===== src/rtl/alu_op_issuer.sv =====
// alu_op_issuer: turns a one-hot op request into registered ALU controls
// or a multdiv start pulse, and returns the result over valid/ready.
//
// Ports:
//   clock, reset          rising-edge clock, async active-high reset
//   req_valid/req_ready   request handshake, accepted only in IDLE
//   req_sel               one-hot op: ADD SUB AND OR SLL SRA MULT DIV
//   req_a, req_b          operands
//   req_shamt             shift amount for SLL/SRA
//   ctrl_ALUopcode        registered opcode to the ALU
//   ctrl_shiftamt         registered shift amount to the ALU
//   data_operandA/B       registered operands to ALU and multdiv
//   alu_result/overflow   ALU outputs, captured one cycle after accept
//   ctrl_MULT, ctrl_DIV   one-cycle multdiv start pulses
//   md_result/exception   multdiv outputs, captured on md_resultRDY
//   md_resultRDY          multdiv completion, honoured only in MD_WAIT
//   rsp_valid/rsp_ready   response handshake
//   rsp_data/ovf/err      response payload, held while stalled
module alu_op_issuer #(
    parameter int MD_TIMEOUT = 40
) (
    input  logic        clock,
    input  logic        reset,
    input  logic        req_valid,
    output logic        req_ready,
    input  logic [7:0]  req_sel,
    input  logic [31:0] req_a,
    input  logic [31:0] req_b,
    input  logic [4:0]  req_shamt,
    output logic [4:0]  ctrl_ALUopcode,
    output logic [4:0]  ctrl_shiftamt,
    output logic [31:0] data_operandA,
    output logic [31:0] data_operandB,
    input  logic [31:0] alu_result,
    input  logic        alu_overflow,
    output logic        ctrl_MULT,
    output logic        ctrl_DIV,
    input  logic [31:0] md_result,
    input  logic        md_exception,
    input  logic        md_resultRDY,
    output logic        rsp_valid,
    input  logic        rsp_ready,
    output logic [31:0] rsp_data,
    output logic        rsp_ovf,
    output logic        rsp_err
);

    localparam int CW = $clog2(MD_TIMEOUT + 1);
    localparam logic [CW-1:0] CNT_LAST = CW'(MD_TIMEOUT - 1);

    typedef enum logic [2:0] {
        IDLE,
        EXEC,
        MD_START,
        MD_WAIT,
        RESP
    } state_t;

    state_t        state;
    logic [CW-1:0] cnt;
    logic          is_addsub;

    logic          one_hot;
    logic [4:0]    op_code;
    logic [4:0]    op_shamt;
    logic          op_md;
    logic          op_mul;
    logic          op_addsub;

    // x & (x-1) clears the lowest set bit; zero afterwards means <= 1 bit
    assign one_hot = (req_sel != 8'd0)
                  && ((req_sel & (req_sel - 8'd1)) == 8'd0);

    always_comb begin
        op_code   = 5'd0;
        op_shamt  = 5'd0;
        op_md     = 1'b0;
        op_mul    = 1'b0;
        op_addsub = 1'b0;
        // guarded so the unique check only sees a true one-hot select
        if (one_hot) begin
            unique case (1'b1)
                req_sel[0]: op_addsub = 1'b1;
                req_sel[1]: begin
                    op_code   = 5'd1;
                    op_addsub = 1'b1;
                end
                req_sel[2]: op_code = 5'd2;
                req_sel[3]: op_code = 5'd3;
                req_sel[4]: begin
                    op_code  = 5'd4;
                    op_shamt = req_shamt;
                end
                req_sel[5]: begin
                    op_code  = 5'd5;
                    op_shamt = req_shamt;
                end
                req_sel[6]: begin
                    op_md  = 1'b1;
                    op_mul = 1'b1;
                end
                req_sel[7]: op_md = 1'b1;
                default: ;
            endcase
        end
    end

    always_ff @(posedge clock or posedge reset) begin
        if (reset) begin
            state          <= IDLE;
            cnt            <= '0;
            is_addsub      <= 1'b0;
            req_ready      <= 1'b1;
            ctrl_ALUopcode <= 5'd0;
            ctrl_shiftamt  <= 5'd0;
            data_operandA  <= 32'd0;
            data_operandB  <= 32'd0;
            ctrl_MULT      <= 1'b0;
            ctrl_DIV       <= 1'b0;
            rsp_valid      <= 1'b0;
            rsp_data       <= 32'd0;
            rsp_ovf        <= 1'b0;
            rsp_err        <= 1'b0;
        end else begin
            unique case (state)
                IDLE: begin
                    if (req_valid) begin
                        req_ready <= 1'b0;
                        if (!one_hot) begin
                            // bad select: answer with an error, touch nothing
                            state     <= RESP;
                            rsp_valid <= 1'b1;
                            rsp_data  <= 32'd0;
                            rsp_ovf   <= 1'b0;
                            rsp_err   <= 1'b1;
                        end else begin
                            data_operandA  <= req_a;
                            data_operandB  <= req_b;
                            ctrl_ALUopcode <= op_code;
                            ctrl_shiftamt  <= op_shamt;
                            is_addsub      <= op_addsub;
                            if (op_md) begin
                                ctrl_MULT <= op_mul;
                                ctrl_DIV  <= !op_mul;
                                state     <= MD_START;
                            end else begin
                                state <= EXEC;
                            end
                        end
                    end
                end
                EXEC: begin
                    rsp_data  <= alu_result;
                    rsp_ovf   <= is_addsub & alu_overflow;
                    rsp_err   <= 1'b0;
                    rsp_valid <= 1'b1;
                    state     <= RESP;
                end
                MD_START: begin
                    ctrl_MULT <= 1'b0;
                    ctrl_DIV  <= 1'b0;
                    cnt       <= '0;
                    state     <= MD_WAIT;
                end
                MD_WAIT: begin
                    cnt <= cnt + CW'(1);
                    // completion takes priority over a coincident timeout
                    if (md_resultRDY) begin
                        rsp_data  <= md_result;
                        rsp_err   <= md_exception;
                        rsp_ovf   <= 1'b0;
                        rsp_valid <= 1'b1;
                        state     <= RESP;
                    end else if (cnt == CNT_LAST) begin
                        rsp_data  <= 32'd0;
                        rsp_err   <= 1'b1;
                        rsp_ovf   <= 1'b0;
                        rsp_valid <= 1'b1;
                        state     <= RESP;
                    end
                end
                RESP: begin
                    if (rsp_ready) begin
                        rsp_valid <= 1'b0;
                        req_ready <= 1'b1;
                        state     <= IDLE;
                    end
                end
                default: state <= IDLE;
            endcase
        end
    end

endmodule

===== config.mk =====
export PLATFORM = sky130hd
export DESIGN_NAME = alu_op_issuer
export DESIGN_NICKNAME = d
export VERILOG_FILES = /design/src/rtl/alu_op_issuer.sv
export SDC_FILE = /design/constraint.sdc
export NUM_CORES = 1
export LEC_CHECK = 0
export CAP_MARGIN = 20
export CORE_MARGIN = 10
export CORE_UTILIZATION = 41
export CTS_CLUSTER_SIZE = 10
export DETAILED_ROUTE_END_ITERATION = 10
export PLACE_DENSITY_LB_ADDON = 0.05
export SKIP_CTS_REPAIR_TIMING = 1
export SLEW_MARGIN = 0
export SYNTH_ARGS = -nofsm -noshare
export SYNTH_HDL_FRONTEND = slang
export SYNTH_SLANG_ARGS = --single-unit

===== constraint.sdc =====
create_clock -name clock -period 5 [get_ports clock]
set_input_delay 0.5 -clock clock [delete_from_list [all_inputs] [get_ports clock]]
set_output_delay 0.5 -clock clock [all_outputs]
set_load 0.05 [all_outputs]

# Word level (Yosys, flattened, before mapping)
# Cells that the tools add are included.
# totals
regBits	122
output_inout_bits	112
wordCells	92
inputBits	148
# classes
reduce_logical	19
bitwise_logic	2
n_eq_ne	11
muxes	44
add_sub_neg	2
# op_table
op	count
$mux W32	4
$pmux W32 S3	1
$pmux W3 S5	2
$mux W1	23
$mux W3	5
$pmux W6 S2	1
$ne A2 B2 Y1 const B	5
$reduce_and A3 Y1	3
$and A8 B8 Y8	1
$logic_not A8 Y1	1
$reduce_and A4 Y1	2
$reduce_bool A8 Y1	1
$sub A8 B1 Y8 const B	1
$add A6 B1 Y6 const B	1
$eq A3 B2 Y1 const B	2
$eq A6 B6 Y1 const B	1
$pmux W1 S2	3
$pmux W1 S3	2
$reduce_bool A2 Y1	3
$reduce_or A2 Y1	3
$mux W5	1
$reduce_and A5 Y1	1
$pmux W1 S4	1
$reduce_bool A4 Y1	1
other kinds (9)	9

# Depth between registers and ports, before layout
# Gate-level depths: netlist of the first run.
# logic_depth
word_depth	10
depth_mapped	8

# Worst setup path before layout of the first run
# Ideal clock, no wire load.
# synth_timing
path_kind	in2reg
startpoint	input port req_sel[3]
endpoint	register ctrl_ALUopcode[0]
t_arrival_ns	2.459
setup_time_ns	0.125
setup_slack_ns	2.416
path_stages	7
cell_sequence	or4_1 > or2_0 > a2111o_1 > a21oi_4 > buf_12 > buf_12 > mux2_4
# synth_via
elab_chain_cells	5
elab_cells_between_ends	7
# synth_rtl
element	line	text
start, declared	26	input logic [7:0] req_sel,
$sub A8 B1 Y8	72	&& ((req_sel & (req_sel - 8'd1)) == 8'd0);
$and A8 B8 Y8	72	
$logic_not A8 Y1	72	
$logic_and A1 B1 Y1	72	
$reduce_and A3 Y1 (no line)	-	
end signal, assigned	139	ctrl_ALUopcode <= op_code;
end, declared	30	output logic [4:0] ctrl_ALUopcode,
# Several ways; a longest one is shown, not always the timed one.
# A chain may end at the register's enable or synchronous reset.

# Worst setup path in the final report of the first run
# layout_timing
startpoint	input port req_sel[5]
endpoint	register data_operandB[20]
# layout_via
elab_chain_cells	5
elab_cells_between_ends	6
# layout_rtl
element	line	text
$sub A8 B1 Y8	72	
$and A8 B8 Y8	72	
$logic_not A8 Y1	72	
$logic_and A1 B1 Y1 *	72	
$reduce_and A3 Y1 (no line) *	-	
end signal, assigned	138	data_operandB <= req_b;
end, declared	33	output logic [31:0] data_operandB,
# Mark *: on every way between the ends. The rest lies on a longest branch, timed or not.

==> results.yml, run 1 <==
route:
  drt_wl_total_um: 16700
  drc_errors: 0
  routed_via_density: 4.86
  wire_per_inst_um: 19.4
  drt_iter0_drc: 237
  drtPass1Iterations: 4
  vias: 4167
  antenna_left: 0
clocking:
  cts.clk_slew.worst_paths_ns: 0.05
  cts_max_level: 4
  cts_made_buffers: 17
  cts.sinks: 120
  clock_path_buffers: 2
  tritoncts: "yes"
  worstSkewPairLatency_ns: 0.41
  ctsRootBufferMaster: "clkbuf_16"
logic_synthesis:
  synth_top_family_by_area: "multiplexers"
  synthAdderAreaFrac_pct: 0.423
  synthSimpleGateAreaFrac_pct: 4.65
  synth_mux_area_share_pct: 19.5
  syn_inst: 411
  yosys.area.top_type_share_pct: 55.9
  synth_top_cell_by_area: "dfrtp_1"
  synth_compound_area_share_pct: 12.0
  synth_warnings: 0
  ys_seq_area_share_pct: 56.4
  synth_seq_cells: 120
  synth_xor_area_share_pct: 0.164
  synthTopCellsByArea: "dfrtp_1 (56%), mux2_4 (16%), a22oi_1 (4.5%)"
  synth_edf_count: 0
  synth_top_flop_cell: "dfrtp_1"
  synth.distinct_cells: 42
  synth_area_um2: 5330
  avgSynthCellArea_um2: 13.0
  async_flop_share_pct: 100
global_routing:
  grt_pass1_vias: 4481
  grt_usage_pct: 18.3
  grt_pass1_wl_um: 25500
  overflow: 0
  antenna_found_initial: 0
  grt_max_degree: 83
timing:
  fin_setup_tns_ns: 0
  grt_setup_unrepaired: "no"
  finalSetupViolCount: 0
  fin_skew_ns: 0.00784
  hold_viol_final: 0
  maxSlewHeadroom_pct: 54.2
  min_period_ns: 2.91
  fmax_mhz: 343
  drv_slew: 0
  whs_ns: 0.449
  min_period_over_period_pct: 58.3
  tightest_slew_ns: 0.681
place:
  routabilityCongestion: 0.816
  place_area_um2: 7970
  port_buffers: 257
  hpwl_um: 12800
finish:
  n_antenna_cell: 0
  finalNetCount: 821
  drive_gt1_share_pct: 16.8
  fin_util_pct: 68.0
  stdcell_area_um2: 8620
  area_delta_synth_final_pct: 61.9
  fillers: 979
worst_setup_path:
  arrival_ns: 3.21
  regToRegSetupSlack_ns: 2.42
  reg2regPathDepth: 6
  reg2reg_from: "state[0]$_DFFE_PP0P_"
  critPathCaptureType: "flop"
  required_ns: 5.29
  critPathLaunchType: "primary input"
  cp_max_fo: 52
  critical_path_class: "in -> reg"
  regToRegEndpoint: "data_operandB[20]$_DFFE_PP0P_"
floorplan:
  initial_core_util_pct: 42.0
  ioPinCount: 260
  die_area_um2: 17900
  die_w_um: 134
  fp.dieH_um: 134
  core_um2: 12700
  rows: 41
run:
  maxCapViolations: 0
hold_path:
  timing.hold.worst.class: "in -> async"
pwr:
  peakVddDrop_mv: 0.220
  p_leak_nw: 3.64
  finalPower_mw: 3.49
  power_density_nw_per_um2: 405
outcome:
  status: "complete, no violations"
[through the flow]
stage | setup slack, ns | cells
CTS | 2.10 | 855
detailed placement | 1.68 | 823
finish | 2.09 | 857
global route | 1.99 | 857
global placement | 1.73 | 823
floorplan | 1.32 | 412
[worst max path at each step]
stage / startpoint / end / cells past startpoint / slack (ns)
after floorplan: reset / cnt[0]$_DFFE_PP0P_ / 1 / 1.32
after global placement: req_sel[5] / data_operandB[18]$_DFFE_PP0P_ / 7 / 1.73
after detailed placement: req_sel[5] / data_operandB[21]$_DFFE_PP0P_ / 7 / 1.68
after CTS: req_sel[5] / data_operandB[21]$_DFFE_PP0P_ / 7 / 2.10
after global routing: req_sel[5] / data_operandB[18]$_DFFE_PP0P_ / 7 / 1.99
final: req_sel[5] / data_operandB[20]$_DFFE_PP0P_ / 7 / 2.09
[final cells by class]
| cell class | instances | area, µm² | share of cell area, % |
|---|---|---|---|
| flip-flops and latches | 120 | 3000 | 34.8 |
| repair buffers | 264 | 2670 | 30.9 |
| multi-input cells | 229 | 1970 | 22.9 |
| clock buffers | 25 | 526 | 6.09 |
| well taps | 172 | 215 | 2.50 |
| inverters | 40 | 153 | 1.77 |
| clock inverters | 7 | 87.6 | 1.02 |
[flip-flops by register name (all words and copies together), names as in the netlist, 3 cells and up]
register,flops
state,3
ctrl_shiftamt,5
ctrl_ALUopcode,3
data_operandB,32
rsp_data,32
data_operandA,32
cnt,6
[synthesized netlist by cell type, drive strengths merged (2+ instances only)]
master / number
buf: 10
a22oi: 32
nand2b: 2
nand2: 16
mux2: 70
a211o: 2
or4: 2
or2: 2
nor2: 13
clkbuf: 13
nor2b: 5
dfrtp: 119
o21ai: 44
o31ai: 2
inv: 40
mux2i: 4
o21a: 2
a21oi: 8
nand3: 6
[worst max-delay path: stages]
cell             delay, ns
clkdlybuf4s50_1       0.49
or4_1                 0.56
or2_0                 0.24
a2111o_1              0.48
a21oi_4               0.17
buf_12                0.35
mux2_2                0.38
[per-layer routing]
| metal | wire, µm | global-route usage (%) | part of all wire, % | up-vias |
|---|---|---|---|---|
| li1 | - | - | - | 1962 |
| met1 | 6550 | 20.4 | 39 | 2029 |
| met2 | 8590 | 31.3 | 52 | 163 |
| met3 | 1340 | 7.58 | 8.1 | 13 |
| met4 | 177 | 5.20 | 1.1 | 0 |
| met5 | 0 | 0 | 0 | - |
[cell families after synthesis]
family	after synthesis
AO/OA/AOI/OAI	99
XOR/XNOR	1
adder cells (fa/ha/maj)	2
buffers and inverters	63
flip-flops	120
multiplexers	74
other	1
AND/OR/NAND/NOR	51
[cells in the final DEF, fill, tap and decap left out, drive strengths merged, types with 2 or more instances in the layout]
| master | instances |
|---|---|
| conb | 2 |
| nor2b | 5 |
| nor2 | 13 |
| mux2i | 4 |
| a21oi | 8 |
| o21ai | 44 |
| nand2 | 16 |
| nand3 | 6 |
| buf | 7 |
| bufinv | 2 |
| clkdlybuf4s50 | 257 |
| a211o | 2 |
| nand2b | 2 |
| o21a | 2 |
| dfrtp | 119 |
| o31ai | 2 |
| a22oi | 32 |
| mux2 | 70 |
| clkinv | 4 |
| inv | 40 |
| or2 | 2 |
| clkbuf | 25 |
| or4 | 2 |
[where the power goes]
group / total (mW) / leakage (nW) / switching (mW) / internal (mW)
clock network: 1.24 / 0.305 / 0.417 / 0.823
logic: 1.08 / 1.74 / 0.623 / 0.455
registers: 1.18 / 1.59 / 0.0758 / 1.10
Note: power is estimated with default switching activity, not from simulation.
==> inputs of run 2 (changes only) <==
- CORE_UTILIZATION: 41 -> 37
- clock period: 5 -> 2.3 ns (I/O delays scaled with it)
==> run 2 against run 1 <==
  * Register-to-register slack got worse by 2.3 ns
  * Setup slack worse by 2.0 ns
  * Combinational power rose by 120%
  * Worst hold slack worse by 0.30 ns
  * Final area grew 4.8%
  * Power increased by 120%
  * Global-route usage fell by 1.5 points
  * Critical path depth increased by 2
  * Via count is 3.2% higher
==> results.yml, run 2 (synthesis results as in run 1) <==
outcome:
  status: "complete, no violations"
worst_setup_path:
  cp.depth: 9
  regToRegSetupSlack_ns: 0.13
  critPathCaptureType: "flop"
  path_delay_family: "simple AND/OR/NAND/NOR gates"
  arrival_ns: 2.55
  worst_path_most_repeated_cell: "buf_12"
  reg2reg_from: "state[0]$_DFFE_PP0P_"
  max_stage_delay_ns: 0.53
  crit_path_top_delay_cell: "or4_4"
  cp_max_fo: 6
  required_ns: 2.59
  regToRegEndpoint: "data_operandA[28]$_DFFE_PP0P_"
  critical_path_class: "in -> reg"
  crit_buf_inv: 4
  path_cells: "dlymetal6s2s_1 > or4_4 > or2_1 > a2111o_1 > a21oi_4 > buf_12 > buf_12 > buf_8 > mux2_4"
  reg2regPathDepth: 8
  critPathLaunchType: "primary input"
timing:
  min_period_over_period_pct: 98.2
  fin_skew_ns: 0.00356
  hold_viol_final: 0
  fin_setup_tns_ns: 0
  grt_setup_unrepaired: "no"
  tightest_slew_ns: 0.572
  min_period_ns: 2.26
  fmax_mhz: 443
  finalSetupViolCount: 0
  maxSlewHeadroom_pct: 61.7
  drv_slew: 0
route:
  drc_errors: 0
  vias: 4299
  drt_iter0_drc: 182
  antenna_left: 0
  drt_wl_total_um: 17000
  wire_per_inst_um: 19.0
  drtPass1Iterations: 4
  routed_via_density: 4.79
place:
  routabilityCongestion: 0.817
  hpwl_um: 13200
  port_buffers: 257
clocking:
  worstSkewPairLatency_ns: 0.41
  cts.clk_slew.worst_paths_ns: 0.05
  clock_path_buffers: 2
  cts_max_level: 4
  cts.sinks: 120
  ctsRootBufferMaster: "clkbuf_16"
  tritoncts: "yes"
  cts_made_buffers: 17
finish:
  top_regs: "data_operandA x32, data_operandB x32, rsp_data x32"
  area_delta_synth_final_pct: 69.7
  drive_gt1_share_pct: 21.0
  fin_util_pct: 64.6
  finalNetCount: 854
  final_common_cell: "clkdlybuf4s50_1"
  final_cell_mix: "clkdlybuf4s50_1 (252), dfrtp_1 (119), mux2_4 (56), o21ai_0 (44), inv_1 (39)"
  fillers: 1089
  n_antenna_cell: 0
pwr:
  power_density_nw_per_um2: 849
  p_leak_nw: 3.86
  peakVddDrop_mv: 0.458
floorplan:
  ioPinCount: 260
  initial_core_util_pct: 38.1
  fp.dieH_um: 140
  rows: 43
  core_um2: 14000
  die_area_um2: 19600
  die_w_um: 140
global_routing:
  grt_pass1_wl_um: 26300
  grt_max_degree: 55
  grt_usage_pct: 16.8
  grt_pass1_vias: 4596
  overflow: 0
  antenna_found_initial: 1
run:
  maxCapViolations: 0
hold_path:
  timing.hold.worst.class: "in -> async"
## run 2: worst register-to-register path, delay by kind of cell, from the launching register on
kind            cells  cell delay (ns)
compound gates      2             0.65
buf+inv             3             0.44
flops               1             0.39
mux                 1             0.30
simple gates        2             0.28
## run 2: cell type report
| class | count | area, µm² | area share (%) |
|---|---|---|---|
| flip-flops and latches | 120 | 3000 | 33.2 |
| clock inverters | 11 | 146 | 1.62 |
| repair buffers | 297 | 3060 | 33.8 |
| multi-input cells | 229 | 1980 | 21.9 |
| inverters | 40 | 154 | 1.70 |
| well taps | 180 | 225 | 2.49 |
| clock buffers | 21 | 470 | 5.21 |
## run 2: worst max-delay path by stage
stage / from / to / slack (ns)
2_1_floorplan: req_sel[3] / ctrl_ALUopcode[0]$_DFFE_PP0P_ / 0.03
3_3_place_gp: req_sel[5] / data_operandB[0]$_DFFE_PP0P_ / -0.52
3_5_place_dp: req_sel[5] / data_operandA[23]$_DFFE_PP0P_ / -0.56
4_1_cts: req_sel[5] / data_operandA[23]$_DFFE_PP0P_ / -0.14
5_1_grt: req_sel[5] / data_operandA[21]$_DFFE_PP0P_ / 0.01
6_report: req_sel[5] / data_operandA[28]$_DFFE_PP0P_ / 0.04
## run 2: power breakdown
part	total, mW	switching, mW	internal (mW)
combinational	2.39	1.37	1.02
sequential	2.56	0.163	2.39
clock	2.73	0.946	1.79
total	7.68	2.48	5.20
## run 2: metal layers
| metal | vias to the layer above | share of wire [%] | global-route usage [%] |
|---|---|---|---|
| met4 | 2 | 1.2 | 5.43 |
| met2 | 154 | 51 | 28.8 |
| li1 | 2031 | - | - |
| met3 | 16 | 6.9 | 5.92 |
| met5 | - | 0.047 | 0 |
| met1 | 2096 | 40 | 19.1 |
## run 2: per-stage QoR
step                      hold WS, ns  instances  setup WS (ns)  area [µm²]  power [mW]
after floorplan                 0.326        412         0.0310        5330        3.99
after global placement          0.484        856         -0.515        8270        4.96
after detailed placement        0.483        856         -0.558        8270        4.99
after CTS                       0.148        888         -0.136        8880        7.76
after global routing            0.154        898         0.0111        9040        7.96
final                           0.150        898         0.0419        9040        7.68
==> inputs of run 3 (changes only) <==
- ABC_CLOCK_PERIOD_IN_PS: not set -> 2300
==> results of run 3 <==
Same layout as run 2: the final DEF is identical, and so are final timing and power.
